===== src/rtl/cpu_irq_pkg.sv =====
// Shared definitions for the CPU interrupt controller: FSM encodings, default sizes
// and the exception vector the PC mux jumps to when an interrupt is taken.
package cpu_irq_pkg;

  localparam int N_SRC_DEF = 4;
  localparam int ID_W_DEF  = 2;

  localparam logic [31:0] IRQ_VECTOR = 32'h8000_0004;

  typedef enum logic [1:0] {
    ST_IDLE    = 2'b00,
    ST_REQ     = 2'b01,
    ST_SERVICE = 2'b10
  } irq_state_t;

  function automatic logic [7:0] id_onehot(input logic [2:0] id);
    return 8'(1) << id;
  endfunction

endpackage


===== src/rtl/cpu_irq_ctrl_if.sv =====
// Peripheral-lines / mask / control-unit signal bundle for the interrupt controller.
// master = CPU side driving strobes and lines, slave = the controller.
interface cpu_irq_ctrl_if #(
  parameter int N_SRC = 4,
  parameter int ID_W  = 2
);
  logic [N_SRC-1:0] irq_src;
  logic             mask_wr;
  logic [N_SRC-1:0] mask_wdata;
  logic             pc_high;
  logic             irq_ack;
  logic             eret;
  logic             irq_out;
  logic [ID_W-1:0]  irq_id;
  logic [N_SRC-1:0] mask;
  logic [N_SRC-1:0] pending;
  logic             in_service;

  modport master (
    output irq_src, mask_wr, mask_wdata, pc_high, irq_ack, eret,
    input  irq_out, irq_id, mask, pending, in_service
  );

  modport slave (
    input  irq_src, mask_wr, mask_wdata, pc_high, irq_ack, eret,
    output irq_out, irq_id, mask, pending, in_service
  );
endinterface


===== src/rtl/cpu_irq_ctrl_prio_enc.sv =====
// Combinational lowest-index-wins priority encoder, zero latency.
// No flow control: valid is simply "any bit set".
module irq_prio_enc #(
  parameter int N_SRC = 4,
  parameter int ID_W  = 2
) (
  input  logic [N_SRC-1:0] eligible,
  output logic             valid,
  output logic [ID_W-1:0]  sel
);

  // Scan from the top so the lowest set index is the last assignment to stick.
  always_comb begin
    valid = 1'b0;
    sel   = '0;
    for (int i = N_SRC - 1; i >= 0; i--) begin
      if (eligible[i]) begin
        valid = 1'b1;
        sel   = ID_W'(i);
      end
    end
  end

endmodule


===== src/rtl/cpu_irq_ctrl.sv =====
// Edge-latched, masked, fixed-priority interrupt request to the control unit; irq_out 2 cycles after a rise.
// Request held until irq_ack; withdrawn if the CPU enters kernel mode first; blocked until eret.
module cpu_irq_ctrl
  import cpu_irq_pkg::*;
#(
  parameter int N_SRC = N_SRC_DEF,
  parameter int ID_W  = ID_W_DEF
) (
  input  logic           clk,
  input  logic           reset,
  cpu_irq_ctrl_if.slave  bus
);

  irq_state_t       state, state_nxt;
  logic [N_SRC-1:0] src_q;
  logic [N_SRC-1:0] pending_q;
  logic [N_SRC-1:0] mask_q;
  logic [ID_W-1:0]  id_q;
  logic [N_SRC-1:0] rise;
  logic [N_SRC-1:0] eligible;
  logic [N_SRC-1:0] clr;
  logic             sel_vld;
  logic [ID_W-1:0]  sel;
  logic             load_id;

  assign rise     = bus.irq_src & ~src_q;
  assign eligible = pending_q & mask_q;

  irq_prio_enc #(
    .N_SRC (N_SRC),
    .ID_W  (ID_W)
  ) u_prio_enc (
    .eligible (eligible),
    .valid    (sel_vld),
    .sel      (sel)
  );

  always_comb begin
    state_nxt = state;
    clr       = '0;
    load_id   = 1'b0;
    case (state)
      ST_IDLE: begin
        if (sel_vld && !bus.pc_high) begin
          state_nxt = ST_REQ;
          load_id   = 1'b1;
        end
      end
      ST_REQ: begin
        // Ack beats pc_high: the kernel entry in that cycle is this interrupt.
        if (bus.irq_ack) begin
          state_nxt = ST_SERVICE;
          clr       = N_SRC'(id_onehot(3'(id_q)));
        end else if (bus.pc_high) begin
          state_nxt = ST_IDLE;
        end
      end
      ST_SERVICE: begin
        if (bus.eret) begin
          state_nxt = ST_IDLE;
        end
      end
      default: state_nxt = ST_IDLE;
    endcase
  end

  always_ff @(posedge clk or negedge reset) begin
    if (!reset) begin
      state     <= ST_IDLE;
      src_q     <= '0;
      pending_q <= '0;
      mask_q    <= '0;
      id_q      <= '0;
    end else begin
      state     <= state_nxt;
      src_q     <= bus.irq_src;
      // A fresh rise on the source being cleared re-arms it.
      pending_q <= (pending_q & ~clr) | rise;
      if (bus.mask_wr) begin
        mask_q <= bus.mask_wdata;
      end
      if (load_id) begin
        id_q <= sel;
      end
    end
  end

  assign bus.irq_out    = (state == ST_REQ);
  assign bus.in_service = (state == ST_SERVICE);
  assign bus.irq_id     = id_q;
  assign bus.mask       = mask_q;
  assign bus.pending    = pending_q;

endmodule


===== src/flat_wrapper.sv =====
// flat-port wrapper written by rule: the top's interface ports become plain ports
module cpu_irq_ctrl_flat import cpu_irq_pkg::*;
#(
  parameter int N_SRC = N_SRC_DEF,
  parameter int ID_W  = ID_W_DEF
)
  (clk, reset, bus_irq_src, bus_mask_wr, bus_mask_wdata, bus_pc_high, bus_irq_ack, bus_eret, bus_irq_out, bus_irq_id, bus_mask, bus_pending, bus_in_service);
  cpu_irq_ctrl_if #(.N_SRC(N_SRC), .ID_W(ID_W)) bus_i ();
  input  logic clk;
  input  logic reset;
  input wire logic [$bits(bus_i.irq_src)-1:0] bus_irq_src;
  input wire logic [$bits(bus_i.mask_wr)-1:0] bus_mask_wr;
  input wire logic [$bits(bus_i.mask_wdata)-1:0] bus_mask_wdata;
  input wire logic [$bits(bus_i.pc_high)-1:0] bus_pc_high;
  input wire logic [$bits(bus_i.irq_ack)-1:0] bus_irq_ack;
  input wire logic [$bits(bus_i.eret)-1:0] bus_eret;
  output wire logic [$bits(bus_i.irq_out)-1:0] bus_irq_out;
  output wire logic [$bits(bus_i.irq_id)-1:0] bus_irq_id;
  output wire logic [$bits(bus_i.mask)-1:0] bus_mask;
  output wire logic [$bits(bus_i.pending)-1:0] bus_pending;
  output wire logic [$bits(bus_i.in_service)-1:0] bus_in_service;
  assign bus_i.irq_src = bus_irq_src;
  assign bus_i.mask_wr = bus_mask_wr;
  assign bus_i.mask_wdata = bus_mask_wdata;
  assign bus_i.pc_high = bus_pc_high;
  assign bus_i.irq_ack = bus_irq_ack;
  assign bus_i.eret = bus_eret;
  assign bus_irq_out = bus_i.irq_out;
  assign bus_irq_id = bus_i.irq_id;
  assign bus_mask = bus_i.mask;
  assign bus_pending = bus_i.pending;
  assign bus_in_service = bus_i.in_service;
  cpu_irq_ctrl #(.N_SRC(N_SRC), .ID_W(ID_W)) u_core (.clk(clk), .reset(reset), .bus(bus_i));
endmodule

===== config.mk =====
export PLATFORM = sky130hd
export DESIGN_NAME = cpu_irq_ctrl_flat
export DESIGN_NICKNAME = d
export VERILOG_FILES = /design/src/rtl/cpu_irq_pkg.sv /design/src/rtl/cpu_irq_ctrl_if.sv /design/src/rtl/cpu_irq_ctrl_prio_enc.sv /design/src/rtl/cpu_irq_ctrl.sv /design/src/flat_wrapper.sv
export SDC_FILE = /design/constraint.sdc
export NUM_CORES = 1
export LEC_CHECK = 0
export CORE_MARGIN = 4
export CORE_UTILIZATION = 42
export CTS_CLUSTER_DIAMETER = 100
export CTS_CLUSTER_SIZE = 8
export DETAILED_ROUTE_END_ITERATION = 10
export PLACE_DENSITY = 0.82
export SETUP_SLACK_MARGIN = 0.1
export SLEW_MARGIN = 20
export SYNTH_ARGS = -nofsm -noshare
export SYNTH_HDL_FRONTEND = slang
export SYNTH_HIERARCHICAL = 1
export SYNTH_SLANG_ARGS = --single-unit

===== constraint.sdc =====
create_clock -name clk -period 1.5 [get_ports clk]
set_input_delay 0.3 -clock clk [delete_from_list [all_inputs] [get_ports clk]]
set_output_delay 0.3 -clock clk [all_outputs]
set_load 0.02 [all_outputs]

==> impl_metrics.py, run 1 <==
metrics = {
    "synthesis": {
        "ys_seq_area_share_pct": 56.8,
        "yosysWarningCount": 6,
        "synth.distinct_cells": 17,
        "netlist.top_cell.by_area": "dfrtp_1",
        "synthTopCellsByArea": "dfrtp_1, inv_1, o221ai_1",
        "synth_area_per_cell_um2": 11.9,
        "syn-cell-area_um2": 704,
        "ys_ff_latch": 16,
        "synth_edf_count": 0,
        "synth_nets": 73,
        "synth_top_area_share_pct": 56.8,
        "post_synth_inst_count": 59,
        "ys_top_cells_by_count": "dfrtp_1, inv_1, nand2b_1",
        "synthFlopType": "dfrtp_1",
        "async_reset_ff_share_pct": 100,
        "synthMostInstantiatedCell": "dfrtp_1",
    },
    "sta": {
        "final-hold-violation-count": 0,
        "setup_violations": 0,
        "finClkSkew_ns": 0.00681,
        "worstMarginPinSlew_ns": 0.269,
        "rsz0062_at_grt": "yes",
        "timing.fmax_mhz": 738,
        "tns_ns": 0,
        "relSlewSlack_pct": 82.0,
        "fin_ws_ns": 0.144,
        "report.final.slew_viol_count": 0,
        "fin_crit_ns": 1.36,
        "period_share_pct": 90.4,
    },
    "routing": {
        "wl_per_cell_um": 12.9,
        "drt-initial-drc-count": 5,
        "dr.pass1.iters": 4,
        "vias": 540,
        "drc": 0,
        "routed_via_density": 5.00,
        "ant_nets": 0,
        "routed_wl_um": 1400,
    },
    "grt": {
        "grt_max_degree": 17,
        "grt_usage_pct": 11.9,
        "grt-ovfl-total": 0,
        "grt_pass1_wl_um": 2290,
        "antenna_found_initial": 0,
        "grt_pass1_vias": 534,
    },
    "setup_path": {
        "worstSetupPathType": "flip-flop to flip-flop",
        "cp-end-kind": "flip-flop",
        "crit_required_ns": 1.66,
        "start_kind": "flip-flop",
        "cp.arrival_ns": 1.51,
        "critPathMaxFanout": 4,
        "r2r_cells": 5,
    },
    "placement": {
        "io_buffers": 25,
        "placed_cell_area_um2": 1010,
        "place_congestion": 0.721,
        "place_ws_ns": 0.00298,
        "place_hpwl_um": 1120,
    },
    "finish": {
        "nFillCells": 127,
        "insertedDiodeCount": 0,
        "seq_area_um2": 408,
        "final_area_um2": 1040,
        "drive_gt1_share_pct": 30.4,
        "area_growth_pct": 47.6,
        "nets": 108,
        "multiInputGateArea_um2": 287,
    },
    "job": {
        "drv_cap": 0,
    },
    "clock_tree": {
        "clk_pin_slew_ns": 0.09,
        "numCtsBuffers": 3,
        "cts_max_path_buffers": 2,
        "tritoncts": "yes",
        "cts_sinks": 16,
        "clk_latency_ns": 0.27,
        "htreeDepth": 1,
        "cts_root_buf": "clkbuf_4",
    },
    "power": {
        "p_leak_nw": 0.509,
        "power_mw": 1.29,
        "switching_share_pct": 32.1,
        "clkPwrFrac_pct": 16.3,
        "p_int_uw": 878,
        "pwr-share-seq_pct": 43.1,
        "p_comb_share_pct": 40.5,
        "power_switching_uw": 414,
        "ir_drop_mv": 0.753,
        "p_per_area_nw_per_um2": 1240,
    },
    "worst_hold_path": {
        "hold_class": "primary input to asynchronous set/reset pin",
    },
    "floorplanning": {
        "core_um2": 1540,
        "die_area_um2": 2400,
        "ioPinCount": 26,
        "dieWidth_um": 49.0,
        "die_y_um": 49.0,
        "start_util_pct": 45.7,
        "rows": 14,
    },
    "outcome": {
        "outcome": "complete, no violations",
    },
}
-- worst max-delay path, stage by stage, from the launching register on --
cell and delay, ns:
dfrtp_2 0.39, and2_4 0.15, nor2_2 0.04, nand2_1 0.08
nor4b_4 0.26, mux2_4 0.33
-- metrics by stage --
stage | utilization (%) | hold WS (ns) | cells
3_3_place_gp | 65.7 | 0.457 | 104
6_report | 67.5 | 0.327 | 108
2_1_floorplan | - | 0.00441 | 59
3_5_place_dp | 65.7 | 0.470 | 104
4_1_cts | 65.7 | 0.326 | 107
5_1_grt | 67.5 | 0.341 | 108
-- state kept, by name (all words and copies together), names as in the netlist --
| name | cells |
|---|---|
| u_core/state | 2 |
| u_core/src_q | 4 |
| u_core/bus.irq_id | 2 |
| u_core/bus.mask | 4 |
| u_core/bus.pending | 4 |
-- power by group through the flow --
stage               combinational [mW]  clock, mW  sequential [mW]
floorplan                        0.182          0            0.645
global placement                 0.512          0            0.567
detailed placement               0.519          0            0.567
CTS                              0.471      0.223            0.557
global route                     0.566      0.237            0.569
finish                           0.524      0.211            0.557
-- routing by layer --
layer  GRT usage [%]  up-vias  wire length, µm
li1                -      270                -
met1            15.0      250              595
met2            18.5       20              690
met3            3.98        0              111
met4            4.93        0                0
met5               0        -                0
-- cell usage in the layout (no fill, tap or decap) --
cell / n
buf_2: 2
dfrtp_1: 10
and4b_1: 1
o221ai_1: 4
nor3_1: 1
nand2_1: 3
nand2b_1: 5
nor2_2: 1
nor2_1: 1
dfrtp_2: 6
mux2_1: 1
nor4b_4: 1
clkbuf_4: 3
and2_4: 4
a21oi_2: 1
a211oi_1: 1
clkdlybuf4s50_1: 13
nor2b_1: 2
inv_1: 10
mux2_2: 3
mux2_4: 2
dlygate4sd2_1: 10
buf_4: 5
a22o_1: 1
and4bb_1: 1
-- cell families after synthesis --
group	count (synthesis)	synth area share, %
AO/OA/AOI/OAI	7	8.53
buffers and inverters	10	5.33
flip-flops	16	56.8
multiplexers	6	9.59
AND/OR/NAND/NOR	20	19.7
-- area by class of cell --
class	count	share of cell area [%]
Clock buffer	3	2.17
Inverter	10	3.61
Multi-Input combinational cell	33	27.6
Sequential cell	16	39.2
Tap cell	16	1.93
Timing Repair Buffer	30	25.5
-- worst paths after layout --
check	start	to	slack, ns
max in group asynchronous	reset	u_core/bus.pending[0]	0.98
min in group clk	u_core/src_q[0]	u_core/bus.pending[0]	0.47
worst min-delay path	reset	u_core/src_q[1]	0.33
worst max-delay path	u_core/bus.pending[3]	u_core/bus.irq_id[0]	0.14
worst min register to register	u_core/src_q[0]	u_core/bus.pending[0]	0.47
worst max register to register	u_core/bus.pending[3]	u_core/bus.irq_id[0]	0.14
-- repair_timing --
item,CTS,global route
setup buffers,0,1
hold buffers,0,0
pin swaps,0,0
setup endpoints to repair,12,2
gates resized for setup,18,7
Power figures use the tool's default switching activity.
==> run 2: changes to the inputs <==
--- a/config.mk
+++ b/config.mk
@@ -5,7 +5,6 @@
 export SDC_FILE = /design/constraint.sdc
 export NUM_CORES = 1
 export LEC_CHECK = 0
-export CORE_MARGIN = 4
 export CORE_UTILIZATION = 42
 export CTS_CLUSTER_DIAMETER = 100
 export CTS_CLUSTER_SIZE = 8
==> impl_metrics.py, run 2 (synthesis gave the netlist of run 1 again) <==
metrics = {
    "sta": {
        "rsz0062_at_grt": "yes",
        "tns_ns": 0,
        "period_share_pct": 89.9,
        "relSlewSlack_pct": 81.5,
        "worstMarginPinSlew_ns": 0.276,
        "fin_crit_ns": 1.35,
        "finClkSkew_ns": 0.00288,
        "setup_violations": 0,
        "final-hold-violation-count": 0,
        "timing.fmax_mhz": 742,
        "report.final.slew_viol_count": 0,
    },
    "setup_path": {
        "cp.arrival_ns": 1.51,
        "cp-end-kind": "flip-flop",
        "crit_required_ns": 1.66,
        "start_kind": "flip-flop",
        "slowest_stage": "dfrtp_2",
        "path_cells": "and2_4 > nor2_1 > nand2_1 > nor4b_4 > mux2_4",
        "worstSetupPathType": "flip-flop to flip-flop",
        "critPathMaxFanout": 4,
        "cp_slowest_stage_delay_ns": 0.39,
        "r2r_cells": 5,
    },
    "routing": {
        "drt-initial-drc-count": 2,
        "vias": 552,
        "routed_wl_um": 1390,
        "ant_nets": 0,
        "routed_via_density": 5.11,
        "drc": 0,
        "dr.pass1.iters": 4,
        "wl_per_cell_um": 12.8,
    },
    "finish": {
        "layout_common_cells": "clkdlybuf4s50_1, dlygate4sd2_1, inv_1, dfrtp_1, dfrtp_2",
        "drive_gt1_share_pct": 30.4,
        "insertedDiodeCount": 0,
        "nets": 108,
        "area_growth_pct": 47.6,
        "fin_util_pct": 67.5,
        "nFillCells": 127,
        "mostFrequentLayoutCell": "clkdlybuf4s50_1",
    },
    "clock_tree": {
        "cts_root_buf": "clkbuf_4",
        "clk_latency_ns": 0.27,
        "cts_max_path_buffers": 2,
        "clk_pin_slew_ns": 0.08,
        "cts_sinks": 16,
        "numCtsBuffers": 3,
        "tritoncts": "yes",
        "htreeDepth": 1,
        "hold_buffers": 0,
    },
    "grt": {
        "grt_pass1_wl_um": 2390,
        "grt_usage_pct": 17.3,
        "grt_pass1_vias": 557,
        "grt-ovfl-total": 0,
        "grt_max_degree": 17,
        "antenna_found_initial": 0,
    },
    "outcome": {
        "outcome": "complete, no violations",
    },
    "power": {
        "p_leak_nw": 0.509,
        "ir_drop_mv": 0.776,
        "p_per_area_nw_per_um2": 1230,
        "p_int_uw": 870,
        "clkPwrFrac_pct": 16.3,
        "p_comb_share_pct": 40.0,
        "switching_share_pct": 32.2,
        "pwr-share-seq_pct": 43.7,
        "power_switching_uw": 413,
    },
    "floorplanning": {
        "rows": 14,
        "start_util_pct": 45.7,
        "core_um2": 1540,
        "die_y_um": 43.0,
        "die_area_um2": 1850,
        "ioPinCount": 26,
        "dieWidth_um": 43.0,
    },
    "worst_hold_path": {
        "hold_class": "primary input to asynchronous set/reset pin",
    },
    "placement": {
        "io_buffers": 25,
        "place_hpwl_um": 1090,
        "place_congestion": 0.700,
    },
    "job": {
        "drv_cap": 0,
    },
}
## run 2: worst max-delay path: cells and delay by family (launching register included)
kind	cells	cell delay, ns
and+or+nand+nor	4	0.52
DFF	1	0.39
muxes	1	0.33
## run 2: final timing paths
check	slack, ns	endpoint	startpoint
max in group asynchronous	0.97	u_core/bus.pending[0]	reset
hold / removal	0.33	u_core/bus.mask[3]	reset
setup / recovery	0.15	u_core/bus.irq_id[0]	u_core/bus.pending[0]
setup reg to reg	0.15	u_core/bus.irq_id[0]	u_core/bus.pending[0]
hold reg to reg	0.48	u_core/bus.pending[0]	u_core/src_q[0]
min in group clk	0.48	u_core/bus.pending[0]	u_core/src_q[0]
## run 2: timing repair
action,in CTS,in global routing
gates resized for setup,18,7
setup endpoints to repair,12,4
cloned,0,0
hold endpoints to repair,0,0
setup buffers,0,1
## run 2: per-stage QoR
step	hold WS, ns	power (mW)	cells	setup slack [ns]	area [µm²]
2_1_floorplan	0.00441	0.827	59	0.109	712
3_3_place_gp	0.458	1.08	104	0.0252	1010
3_5_place_dp	0.474	1.09	104	0.00781	1010
4_1_cts	0.330	1.25	107	0.117	1010
5_1_grt	0.339	1.37	108	0.0795	1040
6_report	0.332	1.28	108	0.152	1040
## run 2: area by class of cell
| class | instances | area (µm²) | area share, % |
|---|---|---|---|
| Sequential cell | 16 | 408 | 39.2 |
| Multi-Input combinational cell | 33 | 287 | 27.6 |
| Timing Repair Buffer | 30 | 265 | 25.5 |
| Inverter | 10 | 37.5 | 3.61 |
| Clock buffer | 3 | 22.5 | 2.17 |
| Tap cell | 16 | 20.0 | 1.93 |
## run 2: layer usage
metal	routed length [µm]	GRT usage [%]	part of all wire (%)
met3	55	2.55	4.0
met4	0	7.27	0
met1	634	21.9	46
met5	0	0	0
met2	697	29.4	50
## run 2: power by group through the flow
stage | Sequential, mW | Combinational (mW) | Clock [mW]
floorplan | 0.645 | 0.182 | 0
global placement | 0.567 | 0.509 | 0
detailed placement | 0.570 | 0.519 | 0
CTS | 0.560 | 0.470 | 0.219
global route | 0.573 | 0.557 | 0.238
finish | 0.560 | 0.514 | 0.209
